`src/rtl/hermes_switch_control_pkg.sv`:
```
// Shared types for the Hermes switch control: port numbering, FSM states,
// and the small helpers used for round-robin wrap-around and XY routing.
package hermes_pkg;

    localparam int PORT_COUNT = 5;

    typedef enum logic [2:0] {
        EAST  = 3'd0,
        WEST  = 3'd1,
        NORTH = 3'd2,
        SOUTH = 3'd3,
        LOCAL = 3'd4
    } port_e;

    typedef enum logic [1:0] {
        IDLE,
        ARBITRATE,
        ROUTE,
        GRANT
    } state_e;

    // (base + offset) mod 5, valid for base <= 4 and offset <= 5
    function automatic logic [2:0] wrap_port(input logic [2:0] base, input logic [2:0] offset);
        logic [3:0] sum;
        sum = {1'b0, base} + {1'b0, offset};
        return (sum >= 4'd5) ? 3'(sum - 4'd5) : sum[2:0];
    endfunction

    function automatic port_e xy_route(input logic [15:0] dest, input logic [15:0] here);
        if (dest[15:8] > here[15:8]) return EAST;
        if (dest[15:8] < here[15:8]) return WEST;
        if (dest[7:0] > here[7:0])   return NORTH;
        if (dest[7:0] < here[7:0])   return SOUTH;
        return LOCAL;
    endfunction

endpackage

```
`src/rtl/hermes_switch_control_if.sv`:
```
// Bundle between the input buffers / crossbar and the switch control.
interface hermes_switch_control_if #(
    parameter int FLIT_SIZE = 32
);
    import hermes_pkg::*;

    logic [PORT_COUNT-1:0]                req_i;
    logic [PORT_COUNT-1:0]                sending_i;
    logic [PORT_COUNT-1:0][FLIT_SIZE-1:0] header_i;
    logic [PORT_COUNT-1:0]                req_ack_o;
    logic [PORT_COUNT-1:0]                out_en_o;
    logic [PORT_COUNT-1:0][2:0]           out_sel_o;
    logic [PORT_COUNT-1:0][2:0]           in_sel_o;

    modport master (
        output req_i, sending_i, header_i,
        input  req_ack_o, out_en_o, out_sel_o, in_sel_o
    );

    modport slave (
        input  req_i, sending_i, header_i,
        output req_ack_o, out_en_o, out_sel_o, in_sel_o
    );

endinterface

```
`src/rtl/hermes_switch_control_rr_arbiter.sv`:
```
// Combinational round-robin pick: first requester after last_sel, wrapping mod 5.
module hermes_rr_arbiter
    import hermes_pkg::*;
(
    input  logic [PORT_COUNT-1:0] req,
    input  logic [2:0]            last_sel,
    output logic [2:0]            grant,
    output logic                  valid
);

    // Walk the offsets from farthest to nearest so the nearest requester wins.
    always_comb begin
        grant = 3'd0;
        valid = 1'b0;
        for (int k = PORT_COUNT; k >= 1; k--) begin
            if (req[wrap_port(last_sel, 3'(k))]) begin
                grant = wrap_port(last_sel, 3'(k));
                valid = 1'b1;
            end
        end
    end

endmodule

```
`src/rtl/hermes_switch_control.sv`:
```
// Hermes router switch control: round-robin arbitration, XY routing and
// crossbar connection bookkeeping for the five router ports.
module hermes_switch_control
    import hermes_pkg::*;
#(
    parameter logic [15:0] ADDRESS   = 16'h0000,
    parameter int          FLIT_SIZE = 32
) (
    input  logic                    clk_i,
    input  logic                    rst_i,
    hermes_switch_control_if.slave  bus
);

    state_e                     state, next_state;
    logic [2:0]                 sel, last_sel;
    port_e                      target;
    logic [PORT_COUNT-1:0]      out_en;
    logic [PORT_COUNT-1:0][2:0] out_sel, in_sel;
    logic [PORT_COUNT-1:0]      sending_q;

    logic [2:0]                 arb_grant;
    logic                       arb_valid;
    logic [FLIT_SIZE-1:0]       head_flit;
    port_e                      route_port;
    logic [PORT_COUNT-1:0]      sending_fall;
    logic [PORT_COUNT-1:0]      release_mask;
    logic [PORT_COUNT-1:0]      grant_mask;

    hermes_rr_arbiter u_arbiter (
        .req      (bus.req_i),
        .last_sel (last_sel),
        .grant    (arb_grant),
        .valid    (arb_valid)
    );

    assign head_flit    = bus.header_i[sel];
    assign route_port   = xy_route(head_flit[15:0], ADDRESS);
    assign sending_fall = sending_q & ~bus.sending_i;

    always_comb begin
        next_state = state;
        unique case (state)
            IDLE:      if (|bus.req_i) next_state = ARBITRATE;
            ARBITRATE: next_state = arb_valid ? ROUTE : IDLE;
            // Busy check uses the registered out_en, so a same-cycle release still counts as busy
            ROUTE:     next_state = out_en[route_port] ? IDLE : GRANT;
            GRANT:     next_state = IDLE;
            default:   next_state = IDLE;
        endcase
    end

    // Only tear down an output that is still owned by the input whose packet ended
    always_comb begin
        release_mask = '0;
        for (int i = 0; i < PORT_COUNT; i++) begin
            if (sending_fall[i] && out_en[in_sel[i]] && (out_sel[in_sel[i]] == 3'(i)))
                release_mask[in_sel[i]] = 1'b1;
        end
    end

    always_comb begin
        grant_mask    = '0;
        bus.req_ack_o = '0;
        if (state == GRANT) begin
            grant_mask[target] = 1'b1;
            bus.req_ack_o[sel] = 1'b1;
        end
    end

    always_ff @(posedge clk_i or posedge rst_i) begin
        if (rst_i) begin
            state     <= IDLE;
            sel       <= 3'd0;
            last_sel  <= 3'd4;
            target    <= EAST;
            out_en    <= '0;
            out_sel   <= '0;
            in_sel    <= '0;
            sending_q <= '0;
        end else begin
            state     <= next_state;
            sending_q <= bus.sending_i;
            out_en    <= (out_en & ~release_mask) | grant_mask;
            if (state == ARBITRATE && arb_valid) begin
                sel      <= arb_grant;
                last_sel <= arb_grant;
            end
            if (state == ROUTE)
                target <= route_port;
            if (state == GRANT) begin
                out_sel[target] <= sel;
                in_sel[sel]     <= target;
            end
        end
    end

    assign bus.out_en_o  = out_en;
    assign bus.out_sel_o = out_sel;
    assign bus.in_sel_o  = in_sel;

endmodule

```
`src/flat_wrapper.sv`:
```
// flat-port wrapper written by rule: the top's interface ports become plain ports
module hermes_switch_control_flat import hermes_pkg::*;
#(
    parameter logic [15:0] ADDRESS   = 16'h0000,
    parameter int          FLIT_SIZE = 32
)
  (clk_i, rst_i, bus_req_i, bus_sending_i, bus_header_i, bus_req_ack_o, bus_out_en_o, bus_out_sel_o, bus_in_sel_o);
  hermes_switch_control_if #(.FLIT_SIZE(FLIT_SIZE)) bus_i ();
  input  logic clk_i;
  input  logic rst_i;
  input wire logic [$bits(bus_i.req_i)-1:0] bus_req_i;
  input wire logic [$bits(bus_i.sending_i)-1:0] bus_sending_i;
  input wire logic [$bits(bus_i.header_i)-1:0] bus_header_i;
  output wire logic [$bits(bus_i.req_ack_o)-1:0] bus_req_ack_o;
  output wire logic [$bits(bus_i.out_en_o)-1:0] bus_out_en_o;
  output wire logic [$bits(bus_i.out_sel_o)-1:0] bus_out_sel_o;
  output wire logic [$bits(bus_i.in_sel_o)-1:0] bus_in_sel_o;
  assign bus_i.req_i = bus_req_i;
  assign bus_i.sending_i = bus_sending_i;
  assign bus_i.header_i = bus_header_i;
  assign bus_req_ack_o = bus_i.req_ack_o;
  assign bus_out_en_o = bus_i.out_en_o;
  assign bus_out_sel_o = bus_i.out_sel_o;
  assign bus_in_sel_o = bus_i.in_sel_o;
  hermes_switch_control #(.ADDRESS(ADDRESS), .FLIT_SIZE(FLIT_SIZE)) u_core (.clk_i(clk_i), .rst_i(rst_i), .bus(bus_i));
endmodule
```
`config.mk`:
```
export PLATFORM = sky130hd
export DESIGN_NAME = hermes_switch_control_flat
export DESIGN_NICKNAME = d
export VERILOG_FILES = /design/src/rtl/hermes_switch_control_pkg.sv /design/src/rtl/hermes_switch_control_if.sv /design/src/rtl/hermes_switch_control_rr_arbiter.sv /design/src/rtl/hermes_switch_control.sv /design/src/flat_wrapper.sv
export SDC_FILE = /design/constraint.sdc
export NUM_CORES = 1
export LEC_CHECK = 0
export BUFFER_PORTS_ARGS = -buffer_cell sky130_fd_sc_hd__buf_2
export CAP_MARGIN = 20
export CORE_MARGIN = 2
export CORE_UTILIZATION = 43
export CTS_CLUSTER_DIAMETER = 40
export DETAILED_ROUTE_END_ITERATION = 7
export MAX_ROUTING_LAYER = met4
export PLACE_DENSITY_LB_ADDON = 0.12
export SLEW_MARGIN = 40
export SYNTH_ARGS = -nofsm -noshare
export SYNTH_HDL_FRONTEND = slang
export SYNTH_HIERARCHICAL = 1
export SYNTH_SLANG_ARGS = --single-unit
```
`constraint.sdc`:
```
create_clock -name clk_i -period 4.3 [get_ports clk_i]
set_clock_uncertainty 0.2 [all_clocks]
set_input_delay 0.86 -clock clk_i [delete_from_list [all_inputs] [get_ports clk_i]]
set_output_delay 0.86 -clock clk_i [all_outputs]
set_load 0.05 [all_outputs]
```
**Word level (Yosys, flattened, before mapping)**

Cells that the tools add are included.

- Reductions and logical operators: 21
- Multiplexer cells: 98
- Equal/unequal tests: 8
- Order comparisons: 29
- Add/sub/neg operators: 10
- Bitwise gates (word level): 9

Operators with widths:

| operator | count |
|---|---|
| binary-select mux 32 bit (select 3 bit) | 1 |
| two-way mux 3 bit | 25 |
| < comparator 3 x 4 -> 1 bit (second input constant) | 13 |
| binary-select mux 3 bit (select 3 bit) | 5 |
| two-way mux 5 bit | 7 |
| binary-select mux 1 bit (select 3 bit) | 11 |
| two-way mux 1 bit | 33 |
| bitwise mux 15 bit | 2 |
| bitwise OR 5 bit | 5 |
| demux 1 bit (select 3 bit) | 7 |
| >= comparator 3 x 1 -> 1 bit (second input constant) | 7 |
| >= comparator 4 x 3 -> 1 bit (second input constant) | 5 |
| demux 3 bit (select 3 bit) | 2 |
| logical AND 1 bit | 18 |
| > comparator 8 x 1 -> 1 bit (second input constant) | 2 |
| < comparator 8 x 1 -> 1 bit (second input constant) | 2 |
| two-way mux 16 bit | 1 |
| subtractor 3 bit (second input constant) | 5 |
| AND 5 bit | 2 |
| inverter 5 bit | 2 |
| adder 3 x 2 -> 4 bit (second input constant) | 2 |
| adder 3 x 3 -> 4 bit (second input constant) | 2 |
| case mux 2 bit (4 select lines) | 1 |
| == test 3 x 2 -> 1 bit (second input constant) | 2 |
| 10 further kinds | 13 |

- Logic and storage cells: 191
- Register bits after elaboration: 51
- Output and inout bits: 40
- Input port bits: 172

**Logic depth before layout (Yosys ltp)**

- Depth after elaboration: 18
- Depth in mapped cells: 12
- Gate-level depth less buffers: 11

**Cells and area by module**

Netlist, hierarchy kept.

By module, submodules not included:

| module | cells each | area each (um^2) | sequential area each (um^2) | times used |
|---|---|---|---|---|
| hermes_switch_control | 216 | 2072.0 | 877.1 | 1 |
| hermes_rr_arbiter | 160 | 1117.3 | 0.0 | 1 |

**Least setup slack after synthesis**

Ideal clock, no wire load.

- Path type: register -> register
- Start point: reg u_core/sel[0] (netlist name)
- End point: reg u_core.sel[0]
- Data required time: 3975 ps
- Path buffers: 1
- Stages on the path, launching flop included: 13
- Data arrival time: 3102 ps
- Period minus slack after synthesis: 3427 ps
- Path slack: 873 ps
- Cells stage by stage: dfrtp_1 -> buf_2 -> inv_2 -> ha_1 -> inv_1 -> fa_1 -> a21oi_2 -> xnor2_1 -> mux4_2 -> a21oi_2 -> nand4_1 -> nand3b_1 -> mux2_2

RTL lines:

| element | line | RTL |
|---|---|---|
| end signal: assignment | hermes_switch_control.sv:85 | `sel <= arb_grant;` |
| end: declaration | hermes_switch_control.sv:15 | `logic [2:0] sel, last_sel;` |

==> qor.yml <==
arrival_ps: 3640
hold_viol: 0
drc: 0
ff_latch_area_um2: 877
final_core_utilization: 0.539
fp.dieW_um: 90.1
synth_top_area_frac: 0.267
critPathCaptureType: "register"
place_congestion: 0.939
slew_headroom: 0.544
pwr_density_cell_mw_per_mm2: 822
cp.required_ps: 4270
grt.total_usage: 0.252
grt_max_degree: 42
dp_slack_ps: 689
grt_pass1_vias: 3222
cts_resized: 0
clockRootBuffer: "clkbuf_8"
routedWlPerCell_um: 17.3
syn_avg_cell_area_um2: 8.48
r2r_end: "u_core/sel[2]$_DFFE_PP0P_"
netlist_area_mm2: 0.00319
ff2ff_path_depth: 11
hold_depth: 2
filler_cell_count: 717
place_hpwl_um: 7640
holdCritStartpoint: "u_core/bus.in_sel_o[4]$_DFFE_PP0P_"
clk_latency_ps: 280
reg2reg_setup_slack_ps: 630
drtIter0Drc: 167
io_pins: 212
synth_edf_count: 0
wl_um: 10200
drive_gt1_frac: 0.348
h-tree-depth: 2
grt_antenna_before_repair: 0
start_util: 0.442
cts_buffers: 5
finalNetCount: 674
period_needed_ps: 3670
die_area_mm2: 0.00812
fin_crit_sh: 0.854
hold_buffers: 0
yosysWarnings: 6
syn2layout_area_growth_pct: 21.8
totalPowerFinal_mw: 3.19
dr_total_vias: 3349
fin_ws_ps: 629
multi_input_area_mm2: 0.00211
critical_path_class: "register to register"
fmax_mhz: 272
grt_remaining_overflow: 0
row_count: 31
cp-start-kind: "register"
vias_per_cell: 5.68
p_leak_nw: 1.82
drt_first_pass_iters: 4
synth_area_leaders: "dfrtp_1, mux2_2, ha_1"
antenna_cells: 0
die_h_um: 90.1
critPathMaxFanout: 12
maxCapViolCount: 0
io_buffers: 118
tns_ps: 0
ys_seq_elements: 35
setup_violations: 0
ys_seq_area_frac: 0.275
cts_buffer_depth: 2
synth.distinct_cells: 70
syn_inst: 376
maxSlewViolCount: 0
async_reset_ff_frac: 1.00
cts_tree: "yes"
cts.sinks: 35
status: "finished clean"
worstHoldEndpoint: "u_core/bus.in_sel_o[4]$_DFFE_PP0P_"
clkTransAtPathRegs_ps: 70
core_area_mm2: 0.00721
synth_top_cell_by_area: "dfrtp_1"
rsz0062_at_grt: "false"
cts_setup_buffers: 0
final_antenna_net_count: 0
grt_pass1_wl_um: 16200
tightest_slew_ps: 685
rr_startpoint: "u_core/sel[0]$_DFFE_PP0P_"
ys.flop_type: "dfrtp_1"
hold_class: "register to register"
ir_drop_uv: 433
placed cells by master, fill, tap and decap left out, types with 6 or more instances in the layout:
master    count
a21oi_1      11
mux2_2       22
nor2_1       36
nor4_1       14
nand2b_1     16
inv_1        14
nor3_1       11
buf_2       118
o21ai_0      21
a31oi_1       8
dfrtp_1      34
nor4b_1       6
nand4_1       6
nand3_1       9
nand2_1      27
conb_1       13
ha_1         11
kinds of logic (layout without fill, tap and decap cells):
kind of cell | count (synthesis) | in the layout | share of synthesized area
xor gates and xnor gates | 3 | 3 | 0.00824
other | 1 | 13 | 0.00118
muxes | 29 | 29 | 0.107
buffers and inverters | 45 | 148 | 0.0773
adders and majority gates | 12 | 12 | 0.0494
DFF | 35 | 35 | 0.275
and+or+nand+nor | 166 | 166 | 0.295
AOI/OAI and AO/OA | 85 | 85 | 0.186
flip-flops by register name (all words and copies together) (netlist names):
name / count
u_core/bus.out_en_o: 3
u_core/target: 2
u_core/sending_q: 5
u_core/bus.in_sel_o: 10
u_core/sel: 3
u_core/state: 2
u_core/bus.out_sel_o: 9
u_core/last_sel: 1
report_power, final:
group          internal (mW)  switching [mW]
logic                  0.911            1.42
clock network          0.114           0.118
registers              0.441           0.190
total                   1.47            1.73
layout make-up:
| class | count | share of cell area |
|---|---|---|
| Tap cell | 99 | 0.0319 |
| Multi-Input combinational cell | 308 | 0.543 |
| Clock inverter | 1 | 0.00129 |
| Timing Repair Buffer | 123 | 0.162 |
| Clock buffer | 7 | 0.0196 |
| Inverter | 17 | 0.0164 |
| Sequential cell | 35 | 0.226 |
cell usage after synthesis, types with 2 or more instances:
library cell / count
nor3b_1: 5
nand4b_1: 3
ha_1: 11
or2_2: 2
a21o_1: 2
nor4_1: 14
buf_6: 2
o211ai_1: 4
nand3b_1: 5
a41oi_1: 3
mux2i_1: 5
o311a_1: 2
mux2_2: 22
nor2_1: 36
nor2b_1: 4
a21oi_1: 11
nand4_1: 6
and2_1: 2
nor4b_1: 6
or3_1: 4
nand3_1: 9
a32oi_1: 2
nand2_1: 27
mux4_2: 2
nor3_1: 11
o22ai_1: 4
a211o_1: 2
clkbuf_1: 4
o21a_1: 3
dfrtp_1: 34
nor4bb_1: 2
a211oi_1: 3
or4_1: 3
a21oi_2: 2
inv_2: 2
a31oi_1: 8
buf_4: 14
o31ai_1: 5
inv_1: 15
xnor2_1: 3
nand2b_1: 16
o21ai_0: 21
buf_2: 8
worst max-delay path by stage:
stage                         startpoint                        end  slack (ps)  cells after the start
2_1_floorplan  u_core/sel[0]$_DFFE_PP0P_  u_core/sel[0]$_DFFE_PP0P_         870                     12
4_1_cts        u_core/sel[0]$_DFFE_PP0P_  u_core/sel[2]$_DFFE_PP0P_         660                     11
3_5_place_dp   u_core/sel[0]$_DFFE_PP0P_  u_core/sel[2]$_DFFE_PP0P_         690                     11
3_3_place_gp   u_core/sel[0]$_DFFE_PP0P_  u_core/sel[2]$_DFFE_PP0P_         640                     11
6_report       u_core/sel[0]$_DFFE_PP0P_  u_core/sel[2]$_DFFE_PP0P_         630                     11
5_1_grt        u_core/sel[1]$_DFFE_PP0P_  u_core/sel[2]$_DFFE_PP0P_         450                      9
per-layer routing:
metal / wire (um) / vias to the layer above / GRT usage
met2: 4930 / 135 / 0.425
met3: 695 / 8 / 0.0620
met1: 4500 / 1601 / 0.313
li1: - / 1605 / -
met5: 0 / - / -
met4: 76 / 0 / 0.0410
through the flow:
| stage | area [um2] | cells | hold slack, ps |
|---|---|---|---|
| 2_1_floorplan | 3230 | 388 | 333 |
| 3_3_place_gp | 3800 | 582 | 364 |
| 3_5_place_dp | 3800 | 582 | 371 |
| 4_1_cts | 3880 | 590 | 387 |
| 5_1_grt | 3880 | 590 | 427 |
| 6_report | 3880 | 590 | 393 |
critical path, cell delays in order (launching register included):
cell      delay, ps
dfrtp_1         410
inv_2           220
ha_1            230
inv_1            60
fa_1            400
a21oi_2         180
xnor2_1         250
mux4_2          570
a21oi_2         250
nand4_1         160
nand3b_1        240
mux2_2          370
No activity file was read; power rests on OpenSTA's default activity.
